**src/rtl/div_pkg.sv**
```systemverilog
// Shared definitions for the sequential restoring divider: FSM encoding,
// iteration counter width and the saturated quotient value.
package div_pkg;

    localparam int DIV_WIDTH = 16;
    localparam int CNT_W     = $clog2(DIV_WIDTH + 1);

    localparam logic [DIV_WIDTH-1:0] SAT_ONES = '1;

    typedef enum logic [1:0] {
        IDLE = 2'd0,
        CALC = 2'd1,
        DONE = 2'd2
    } state_t;

endpackage

```
**src/rtl/div_step.sv**
```systemverilog
// One combinational restoring-division step: shift {R,Q} left, trial-subtract
// the divisor, keep the difference and set the quotient bit when it is non-negative.
module div_step
    import div_pkg::*;
#(
    parameter int WIDTH = DIV_WIDTH
) (
    input  logic [WIDTH:0]   r_in,
    input  logic [WIDTH-1:0] q_in,
    input  logic [WIDTH-1:0] divisor,
    output logic [WIDTH:0]   r_out,
    output logic [WIDTH-1:0] q_out
);

    logic [WIDTH:0] r_sh;
    logic [WIDTH:0] trial;

    // R < divisor holds between steps, so W+1 bits are enough and the MSB is the sign.
    assign r_sh  = {r_in[WIDTH-1:0], q_in[WIDTH-1]};
    assign trial = r_sh - {1'b0, divisor};

    assign r_out = trial[WIDTH] ? r_sh : trial;
    assign q_out = {q_in[WIDTH-2:0], ~trial[WIDTH]};

endmodule

```
**src/rtl/div_32x16.sv**
```systemverilog
// Sequential 2W/W unsigned restoring divider with valid/ready handshakes,
// one quotient bit per cycle, divide-by-zero and overflow short-cuts.
module div_32x16
    import div_pkg::*;
#(
    parameter int WIDTH = DIV_WIDTH
) (
    input  logic               clk,
    input  logic               rst,
    input  logic               in_valid,
    output logic               in_ready,
    input  logic [2*WIDTH-1:0] dividend,
    input  logic [WIDTH-1:0]   divisor,
    output logic               out_valid,
    input  logic               out_ready,
    output logic [WIDTH-1:0]   quotient,
    output logic [WIDTH-1:0]   remainder,
    output logic               div_by_zero,
    output logic               overflow
);

    state_t             state;
    logic [CNT_W-1:0]   cnt;
    logic [WIDTH:0]     r_p0;
    logic [WIDTH-1:0]   q_p0;
    logic [WIDTH-1:0]   d_p0;
    logic [WIDTH:0]     r_nx;
    logic [WIDTH-1:0]   q_nx;
    logic               last_step;

    div_step #(.WIDTH(WIDTH)) u_step (
        .r_in    (r_p0),
        .q_in    (q_p0),
        .divisor (d_p0),
        .r_out   (r_nx),
        .q_out   (q_nx)
    );

    assign in_ready  = (state == IDLE) && !rst;
    assign last_step = (cnt == CNT_W'(WIDTH - 1));

    always_ff @(posedge clk) begin
        if (rst) begin
            state       <= IDLE;
            cnt         <= '0;
            r_p0        <= '0;
            q_p0        <= '0;
            d_p0        <= '0;
            out_valid   <= 1'b0;
            quotient    <= '0;
            remainder   <= '0;
            div_by_zero <= 1'b0;
            overflow    <= 1'b0;
        end else begin
            case (state)
                IDLE: begin
                    if (in_valid) begin
                        d_p0        <= divisor;
                        cnt         <= '0;
                        div_by_zero <= 1'b0;
                        overflow    <= 1'b0;
                        if (divisor == '0) begin
                            quotient    <= SAT_ONES;
                            remainder   <= dividend[WIDTH-1:0];
                            div_by_zero <= 1'b1;
                            out_valid   <= 1'b1;
                            state       <= DONE;
                        end else if (dividend[2*WIDTH-1:WIDTH] >= divisor) begin
                            quotient  <= SAT_ONES;
                            remainder <= '0;
                            overflow  <= 1'b1;
                            out_valid <= 1'b1;
                            state     <= DONE;
                        end else begin
                            r_p0  <= {1'b0, dividend[2*WIDTH-1:WIDTH]};
                            q_p0  <= dividend[WIDTH-1:0];
                            state <= CALC;
                        end
                    end
                end
                CALC: begin
                    r_p0 <= r_nx;
                    q_p0 <= q_nx;
                    cnt  <= cnt + 1'b1;
                    if (last_step) begin
                        quotient  <= q_nx;
                        remainder <= r_nx[WIDTH-1:0];
                        out_valid <= 1'b1;
                        state     <= DONE;
                    end
                end
                DONE: begin
                    // Results hold; new operands are only taken back in IDLE.
                    if (out_ready) begin
                        out_valid <= 1'b0;
                        state     <= IDLE;
                    end
                end
                default: state <= IDLE;
            endcase
        end
    end

endmodule
```
**config.mk**
```make
export PLATFORM = sky130hd
export DESIGN_NAME = div_32x16
export DESIGN_NICKNAME = d
export VERILOG_FILES = /design/src/rtl/div_pkg.sv /design/src/rtl/div_step.sv /design/src/rtl/div_32x16.sv
export SDC_FILE = /design/constraint.sdc
export NUM_CORES = 1
export LEC_CHECK = 0
export ABC_AREA = 1
export CAP_MARGIN = 15
export CORE_MARGIN = 1.5
export CORE_UTILIZATION = 45
export CTS_CLUSTER_SIZE = 40
export DETAILED_ROUTE_END_ITERATION = 10
export MAX_ROUTING_LAYER = met4
export PLACE_DENSITY = 0.77
export REMOVE_ABC_BUFFERS = 1
export SLEW_MARGIN = 20
export SYNTH_ARGS = -nofsm -noshare
export SYNTH_HDL_FRONTEND = slang
export SYNTH_SLANG_ARGS = --single-unit
```
**constraint.sdc**
```tcl
create_clock -name clk -period 7 [get_ports clk]
set_clock_uncertainty 0.1 [all_clocks]
set_input_delay 2.1 -clock clk [delete_from_list [all_inputs] [get_ports clk]]
set_output_delay 2.1 -clock clk [all_outputs]
set_load 0.1 [all_outputs]
```
# Yosys cells after proc, flatten, opt, wreduce, memory -nomap -nowiden
# Cells that the tools add are included.
[totals] ff_bits=90 input_bits=52 output_inout_bits=36
[classes] eq_ne=9 n_reduce_logical=12 n_addsub=2 n_bitwise=1 mux=36 order_cmp=1
[ops] op="$mux W16" count=15
[ops] op="$pmux W16 S2" count=4
[ops] op="$sub A17 B16 Y17" count=1
[ops] op="$ge A16 B16 Y1" count=1
[ops] op="$logic_not A16 Y1" count=1
[ops] op="$mux W2" count=5
[ops] op="$ne A2 B2 Y1 const B" count=5
[ops] op="$pmux W5 S2" count=1
[ops] op="$mux W1" count=8
[ops] op="$reduce_and A4 Y1" count=2
[ops] op="$pmux W2 S3" count=1
[ops] op="$add A5 B1 Y5 const B" count=1
[ops] op="$eq A5 B4 Y1 const B" count=1
[ops] op="$mux W5" count=1
[ops] op="$reduce_and A5 Y1" count=1
[ops] op="$reduce_and A2 Y1" count=2
[ops] op="$ne A3 B1 Y1 const B" count=1
[ops] op="$pmux W1 S3" count=1
[ops] op="$reduce_and A3 Y1" count=1
[ops] op="$reduce_bool A3 Y1" count=1
[ops] op="$eq A2 B1 Y1 const B" count=1
[ops] op="$eq A2 B2 Y1 const B" count=1
[ops] op="$logic_not A2 Y1" count=1
[ops] op="$reduce_bool A2 Y1" count=1
[ops] op="other kinds (3)" count=3

# Longest topological paths before layout
# Gate-level depths: netlist of the first run.
[depth] word_depth=5 depth_mapped=17

# Cells and area by module
# From an unflattened synthesis of the first run, not the netlist that was laid out.
[hier_totals] hier_cells=892 area_unflattened_um2=5745.5
[modules_own_cells] mod="div_32x16" n_inst=1 cells_each=621 seq_area_each_um2=1821.7 area_each_um2=4400.5
[modules_own_cells] mod="div_step" n_inst=1 cells_each=271 seq_area_each_um2=0.0 area_each_um2=1345.0

# Least setup slack after synthesis of the first run
# No wires, ideal clock.
[synth_path] path_type="input -> output" from="input port rst" to="output port in_ready" required_ns=4.800 arrival_time_ns=3.751 stages=3 setup_slack_ns=1.049 path_cell_list="clkbuf_1 clkbuf_1 nor2_1"
[synth_via] elab_chain_cells=2
[synth_rtl] element="start: declaration" line="div_32x16.sv:9" rtl="input logic rst,"
[synth_rtl] element="$logic_not A1 Y1" line="div_32x16.sv:39" rtl="assign in_ready = (state == IDLE) && !rst;"
[synth_rtl] element="$logic_and A1 B1 Y1" line="div_32x16.sv:39"
[synth_rtl] element="end: declaration" line="div_32x16.sv:11" rtl="output logic in_ready,"
# Every way passes these cells.

# Worst setup path in the final report of the first run
# Same ends and word-level chain as after synthesis.

==> out/qor.yml, run 1 <==
outcome:
  status: "completed"
route:
  wire_per_inst_um: 13.43
  drt_iter0_markers: 462
  via_per_inst: 5.053
  firstDrtPassIters: 5
  wl_um: 16570
  vias: 6236
  drc: 0
  ant_nets: 0
worst_setup_path:
  required_ps: 4800
  worstPathCellList: "clkdlybuf4s50_1 > buf_4 > nor2_1 > buf_4"
  crit_top_cell: "buf_4"
  regToRegEndpoint: "quotient[13]"
  start_kind: "input port"
  cp_slowest_cell: "clkdlybuf4s50_1"
  cp.arrival_ps: 3200
  reg2reg_depth: 9
  r2r-start: "state[1]"
  slowest_delay_ps: 450
  crit_type: "in -> out"
  rrSetupSlack_ps: 4340
  path_max_fanout: 27
  crit_path_end_kind: "output port"
synth:
  syn_avg_cell_area_sq_um: 6.179
  syn_area_sq_um: 6142
  ys_seq_area_frac: 0.2933
  yosys_warnings: 0
  yosys-top-cells-area: "dfxtp_1, nand2_1, inv_1"
  yosys.area.top_type: "dfxtp_1"
  yosys.area.top_type_share: 0.2933
  synthFlopType: "dfxtp_1"
  synthMostInstantiatedCell: "nand2_1"
  async_flop_share: 0
  ys_types: 37
  netlist_instances: 994
  ys_seq_elements: 90
  synthTopCellsByCount: "nand2_1, inv_1, nor2_1, nand3_1, dfxtp_1"
  synth_edf_count: 0
clock_network:
  clk_latency_ps: 360
  clock_sinks: 90
  ctsResizeCount: 0
  holdBufCountCts: 0
  numCtsBuffers: 9
  h-tree-depth: 3
  cts_setup_buffers: 0
  clkTransAtPathRegs_ps: 60
  clockRootBuffer: "clkbuf_16"
  clk_path_buf_depth: 2
  cts_tree: "yes"
finish:
  area_growth_pct: 19.41
  multi_input_area_sq_um: 3567
  nFillCells: 1287
  n_antenna_cell: 0
  nets: 1141
  layout.area.seq_sq_um: 1802
  drive_above_1_share: 0.06900
sta:
  setup_violations: 0
  grt_setup_unrepaired: "false"
  finalCritPeriodShare: 0.7720
  hold_viol: 0
  worst_pin_slew_ps: 984.9
  fin_crit_ps: 5404
  fmaxAchievable_mhz: 185.0
  tns_ps: 0
  slew_headroom: 0.3413
  drv_slew: 0
die:
  die_y_um: 119.8
  die_w_um: 119.8
  fp-row-count: 42
  start_util: 0.4620
  io-pin-count: 88
  dieArea_sq_um: 14360
  core_sq_um: 13300
placement:
  io_buffers: 87
  gp_congestion: 0.9362
  dp_hpwl_um: 11910
global_route:
  grt_pass1_wl_um: 27960
  grt_overflow: 0
  track_usage: 0.2495
  grt_pass1_vias: 5819
  antenna_found_initial: 0
  grt_max_degree: 61
worst_hold_path:
  hp-start: "q_p0[10]"
  hold_depth: 2
  hold_class: "reg -> reg"
  min_to: "q_p0[10]"
run:
  maxCapViolCount: 0
kinds of logic (layout without fill, tap and decap cells):
group / after synthesis / in the layout / share of synthesized area
flops: 90 / 90 / 0.2933
simple gates: 559 / 559 / 0.3952
xor+xnor: 5 / 5 / 0.007129
compound gates: 119 / 119 / 0.1055
fa+ha+maj: 35 / 35 / 0.07252
buf+inv: 186 / 250 / 0.1263
registers in the layout, indices dropped and copies added (netlist names):
register and count:
cnt 5, quotient 16, r_p0 16, div_by_zero 1
d_p0 16, remainder 16, state 2, overflow 1
out_valid 1, q_p0 16
per-layer routing:
layer,global-route usage,share of wire,vias up
met5,-,0,-
li1,-,-,3221
met3,0.03850,0.062,25
met1,0.3257,0.46,2776
met2,0.3930,0.46,214
met4,0.09077,0.020,0
how the worst max path moves through the flow:
stage | start | slack (ps) | endpoint | depth (start not counted)
finish | rst | 1600 | in_ready | 4
global route | rst | 1550 | in_ready | 4
CTS | rst | 1600 | in_ready | 4
detailed placement | divisor[0] | 1460 | r_p0[6] | 11
global placement | divisor[0] | 1460 | r_p0[7] | 11
floorplan | rst | 1450 | in_ready | 1
worst max-delay path: cells and delay by family:
kind	cells	cell delay (ps)
and+or+nand+nor	1	100
buffers and inverters	3	990
cells in the final DEF (no fill, tap or decap), types with 9 or more instances in the layout:
cell / instances
nand2_1: 288
nor2_1: 128
nand3_1: 100
clkdlybuf4s50_1: 86
inv_1: 133
inv_2: 10
a21oi_2: 10
o21ai_0: 40
clkbuf_16: 9
ha_1: 34
nand2_2: 9
a21oi_1: 61
dfxtp_1: 90
through the flow:
stage | cells | hold WS, ps | area, sq um | worst slack, ps | utilization
after floorplan | 951 | 330.2 | 5903 | 1447 | -
after global placement | 1219 | 345.3 | 7029 | 1455 | 0.5287
after detailed placement | 1219 | 350.7 | 7029 | 1458 | 0.5287
after CTS | 1234 | 365.0 | 7332 | 1598 | 0.5515
after global routing | 1234 | 390.6 | 7335 | 1548 | 0.5517
final | 1234 | 363.3 | 7335 | 1596 | 0.5517
layout make-up:
type                            count  area share
Sequential cell                    90      0.2457
Timing Repair Buffer               92      0.1235
Clock inverter                      5    0.008700
Inverter                          143     0.07318
Multi-Input combinational cell    718      0.4864
Clock buffer                       10     0.03258
Tap cell                          176     0.03002
Power of run 1 is left out: the tool's default activity adds up to more than one toggle a clock period on the data nets, which glitch-free logic cannot reach.
==> inputs of run 2 (changes only) <==
- clock period: 7 -> 5.1 ns (I/O delays scaled with it)
==> out/qor.yml, run 2 (same netlist as run 1, synthesis figures left out) <==
sta:
  slew_headroom: 0.3307
  worst_pin_slew_ps: 1001
  fmaxAchievable_mhz: 245.4
  tns_ps: 0
  finalCritPeriodShare: 0.7990
  setup_violations: 0
  hold_viol: 0
  grt_setup_unrepaired: "false"
  drv_slew: 0
  fin_crit_ps: 4075
route:
  drc: 0
  via_per_inst: 5.060
  drt_iter0_markers: 528
  ant_nets: 0
  vias: 6269
  wire_per_inst_um: 13.73
  firstDrtPassIters: 5
  wl_um: 17010
finish:
  final_common_cell: "nand2_1"
  fin_area_sq_um: 7395
  layout.cells.non_filler: 1239
  multi_input_area_sq_um: 3565
  nets: 1145
  mostFrequentLayoutCells: "nand2_1, inv_1, nor2_1"
  layout.area.seq_sq_um: 1802
  n_antenna_cell: 0
  nFillCells: 1339
  area_growth_pct: 20.39
  drive_above_1_share: 0.07150
worst_hold_path:
  hold_class: "reg -> reg"
die:
  io-pin-count: 88
  start_util: 0.4620
  die_y_um: 119.8
  core_sq_um: 13300
  die_w_um: 119.8
  dieArea_sq_um: 14360
  fp-row-count: 42
worst_setup_path:
  crit_path_end_kind: "output port"
  rrSetupSlack_ps: 1920
  crit_type: "in -> out"
  required_ps: 3470
  cp.arrival_ps: 2440
  path_max_fanout: 2
  start_kind: "input port"
clock_network:
  clockRootBuffer: "clkbuf_16"
  cts_setup_buffers: 0
  cts_tree: "yes"
  numCtsBuffers: 9
  clock_sinks: 90
  clk_path_buf_depth: 2
  h-tree-depth: 3
  clkTransAtPathRegs_ps: 70
  holdBufCountCts: 0
  ctsResizeCount: 0
  clk_latency_ps: 350
placement:
  dp.cells: 1223
  io_buffers: 87
  gp_congestion: 0.9318
  post_dp_cell_area_sq_um: 7084
  dp_hpwl_um: 12030
global_route:
  track_usage: 0.2501
  grt_max_degree: 62
  grt_pass1_wl_um: 28130
  use_met2: 0.4055
  grt_use_met1: 0.3204
  antenna_found_initial: 0
  grt_overflow: 0
  busiest_layer: "met2"
  grt_pass1_vias: 5828
  gr-usage-met3: 0.04515
run:
  maxCapViolCount: 0
outcome:
  status: "completed"
[run 2: cell count changes in the layout (fill, tap and decap cells not counted)]
cell / change
nand2_1: +1
inv_1: +1
clkinv_4: -1
nand2_2: -1
buf_12: +2
inv_2: -1
buf_4: +2
clkinvlp_4: +1
inv_6: +1
[run 2: layout make-up]
cell class	count	share of cell area
Clock buffer	10	0.03232
Tap cell	176	0.02978
Clock inverter	6	0.009645
Multi-Input combinational cell	718	0.4821
Sequential cell	90	0.2437
Inverter	143	0.07259
Timing Repair Buffer	96	0.1299
[run 2: per-stage QoR]
stage | setup WS [ps] | util | hold slack (ps)
final | 1025 | 0.5562 | 362.4
after global placement | 737.6 | 0.5328 | 348.6
after global routing | 810.6 | 0.5562 | 382.6
after CTS | 1037 | 0.5562 | 362.0
after floorplan | 686.9 | - | 330.2
after detailed placement | 685.5 | 0.5328 | 351.7
[run 2: path summary, 6_finish.rpt]
path / start / endpoint / depth (start not counted)
worst min register to register: cnt[4] / cnt[4] / 2
worst min-delay path: cnt[4] / cnt[4] / 2
worst max register to register: state[0] / remainder[0] / 11
worst max-delay path: rst / in_ready / 3
[run 2: routing by layer]
layer,wire [um],up-vias,share of wire
met5,0,-,0
met4,331,0,0.019
met3,1099,33,0.065
met2,7738,221,0.45
met1,7842,2800,0.46
li1,-,3215,-
[run 2: worst max-delay path, stage by stage]
cell	delay [ps]
clkdlybuf4s50_1	460
nor2_1	240
buf_12	210
Power of run 2 is left out for the same reason.
==> inputs of run 3 (changes only) <==
- clock period: 5.1 -> 3.8 ns (I/O delays scaled with it)
==> out/qor.yml, run 3 (same netlist as run 1, synthesis figures left out) <==
outcome:
  status: "completed"
clock_network:
  numCtsBuffers: 9
  cts_tree: "yes"
  holdBufCountCts: 0
  ctsResizeCount: 0
  h-tree-depth: 3
  clock_sinks: 90
  clk_latency_ps: 350
  clkTransAtPathRegs_ps: 60
  cts_setup_buffers: 0
  clockRootBuffer: "clkbuf_16"
  clk_path_buf_depth: 2
global_route:
  track_usage: 0.2485
  grt_pass1_vias: 5767
  grt_max_degree: 61
  antenna_found_initial: 0
  grt_pass1_wl_um: 27890
  grt_overflow: 0
sta:
  fmaxAchievable_mhz: 292.5
  hold_viol: 0
  worst_pin_slew_ps: 724.9
  finalCritPeriodShare: 0.8997
  grt_setup_unrepaired: "false"
  tns_ps: 0
  slew_headroom: 0.5160
  fin_crit_ps: 3419
  fin_ws_ps: 381.2
  drv_slew: 0
  setup_violations: 0
finish:
  n_antenna_cell: 0
  nFillCells: 1332
  drive_above_1_share: 0.1078
  mostFrequentLayoutCells: "nand2_1, inv_1, nor2_1"
  nets: 1150
  layout.cells.non_filler: 1243
  final_common_cell: "nand2_1"
  area_growth_pct: 19.84
route:
  routed.top_layer: "met4"
  vias: 6279
  wl_met3_um: 1144
  ant_nets: 0
  wire_per_inst_um: 13.58
  via_per_inst: 5.051
  wl_met1_um: 7769
  drt_iter0_markers: 573
  routed-wl-met2_um: 7561
  wl_um: 16890
  drc: 0
  firstDrtPassIters: 5
run:
  maxCapViolCount: 0
die:
  die_y_um: 119.8
  die_w_um: 119.8
  dieArea_sq_um: 14360
  start_util: 0.4620
  core_sq_um: 13300
  fp-row-count: 42
  io-pin-count: 88
placement:
  io_buffers: 87
  dp_hpwl_um: 12090
  dpl_worst_slack_ps: 91.09
  gp_congestion: 0.9090
  dp.cells: 1228
worst_setup_path:
  cp.arrival_ps: 3570
  start_kind: "input port"
  cp_slowest_cell: "nor4_1"
  crit_top_cell: "nand2_1"
  path_max_fanout: 13
  worstPathCellList: "clkdlybuf4s50_1 > inv_1 > ha_1 > nand2_1 > nor4_1 > nand2_1 > nand3_2 > nand2_1 > buf_4 > nor2_1 > nand3_1 > nand2_1 > inv_1"
  crit_path_end_kind: "register"
  crit_type: "in -> reg"
  slowest_delay_ps: 480
  required_ps: 3950
worst_hold_path:
  hold_class: "reg -> reg"
run 3: cell types whose count changed in the layout (fill, tap and decap cells not counted):
cell / before / now
inv_6: 2 / 0
clkdlybuf4s50_1: 86 / 51
clkinv_4: 1 / 2
clkbuf_8: 1 / 3
clkinvlp_4: 2 / 0
buf_12: 2 / 3
buf_4: 8 / 47
run 3: cell type report:
cell class              count  area [sq um]  area share
clock buffers              12         266.5     0.03621
clock inverters             3         47.55    0.006459
inverters                 143         536.8     0.07292
multi-input cells         718          3565      0.4843
flip-flops and latches     90          1802      0.2448
well taps                 176         220.2     0.02992
repair buffers            101         923.4      0.1254
run 3: routing by layer:
layer / track usage / up-vias
li1: - / 3228
met1: 0.3305 / 2801
met2: 0.3822 / 218
met3: 0.04705 / 32
met4: 0.08036 / 0
met5: - / -
run 3: worst paths after layout:
check        slack [ps]  depth (start not counted)        start            to
min reg2reg         360                          2       cnt[4]        cnt[4]
min                 360                          2       cnt[4]        cnt[4]
max                 380                         13  divisor[15]  remainder[9]
max reg2reg        1210                         16     q_p0[15]      r_p0[11]
run 3: critical path: cells and delay by family:
kind / cells / cell delay (ps)
fa+ha+maj: 1 / 300
buf+inv: 4 / 780
simple gates: 8 / 1340
run 3: metrics by stage:
| step | hold slack [ps] | util | cell area [sq um] |
|---|---|---|---|
| 6_report | 360.2 | 0.5536 | 7361 |
| 5_1_grt | 382.5 | 0.5536 | 7361 |
| 4_1_cts | 360.1 | 0.5536 | 7361 |
| 3_5_place_dp | 350.2 | 0.5300 | 7047 |
| 3_3_place_gp | 349.0 | 0.5300 | 7047 |
| 2_1_floorplan | 330.2 | - | 5903 |
Power of run 3 is left out for the same reason.
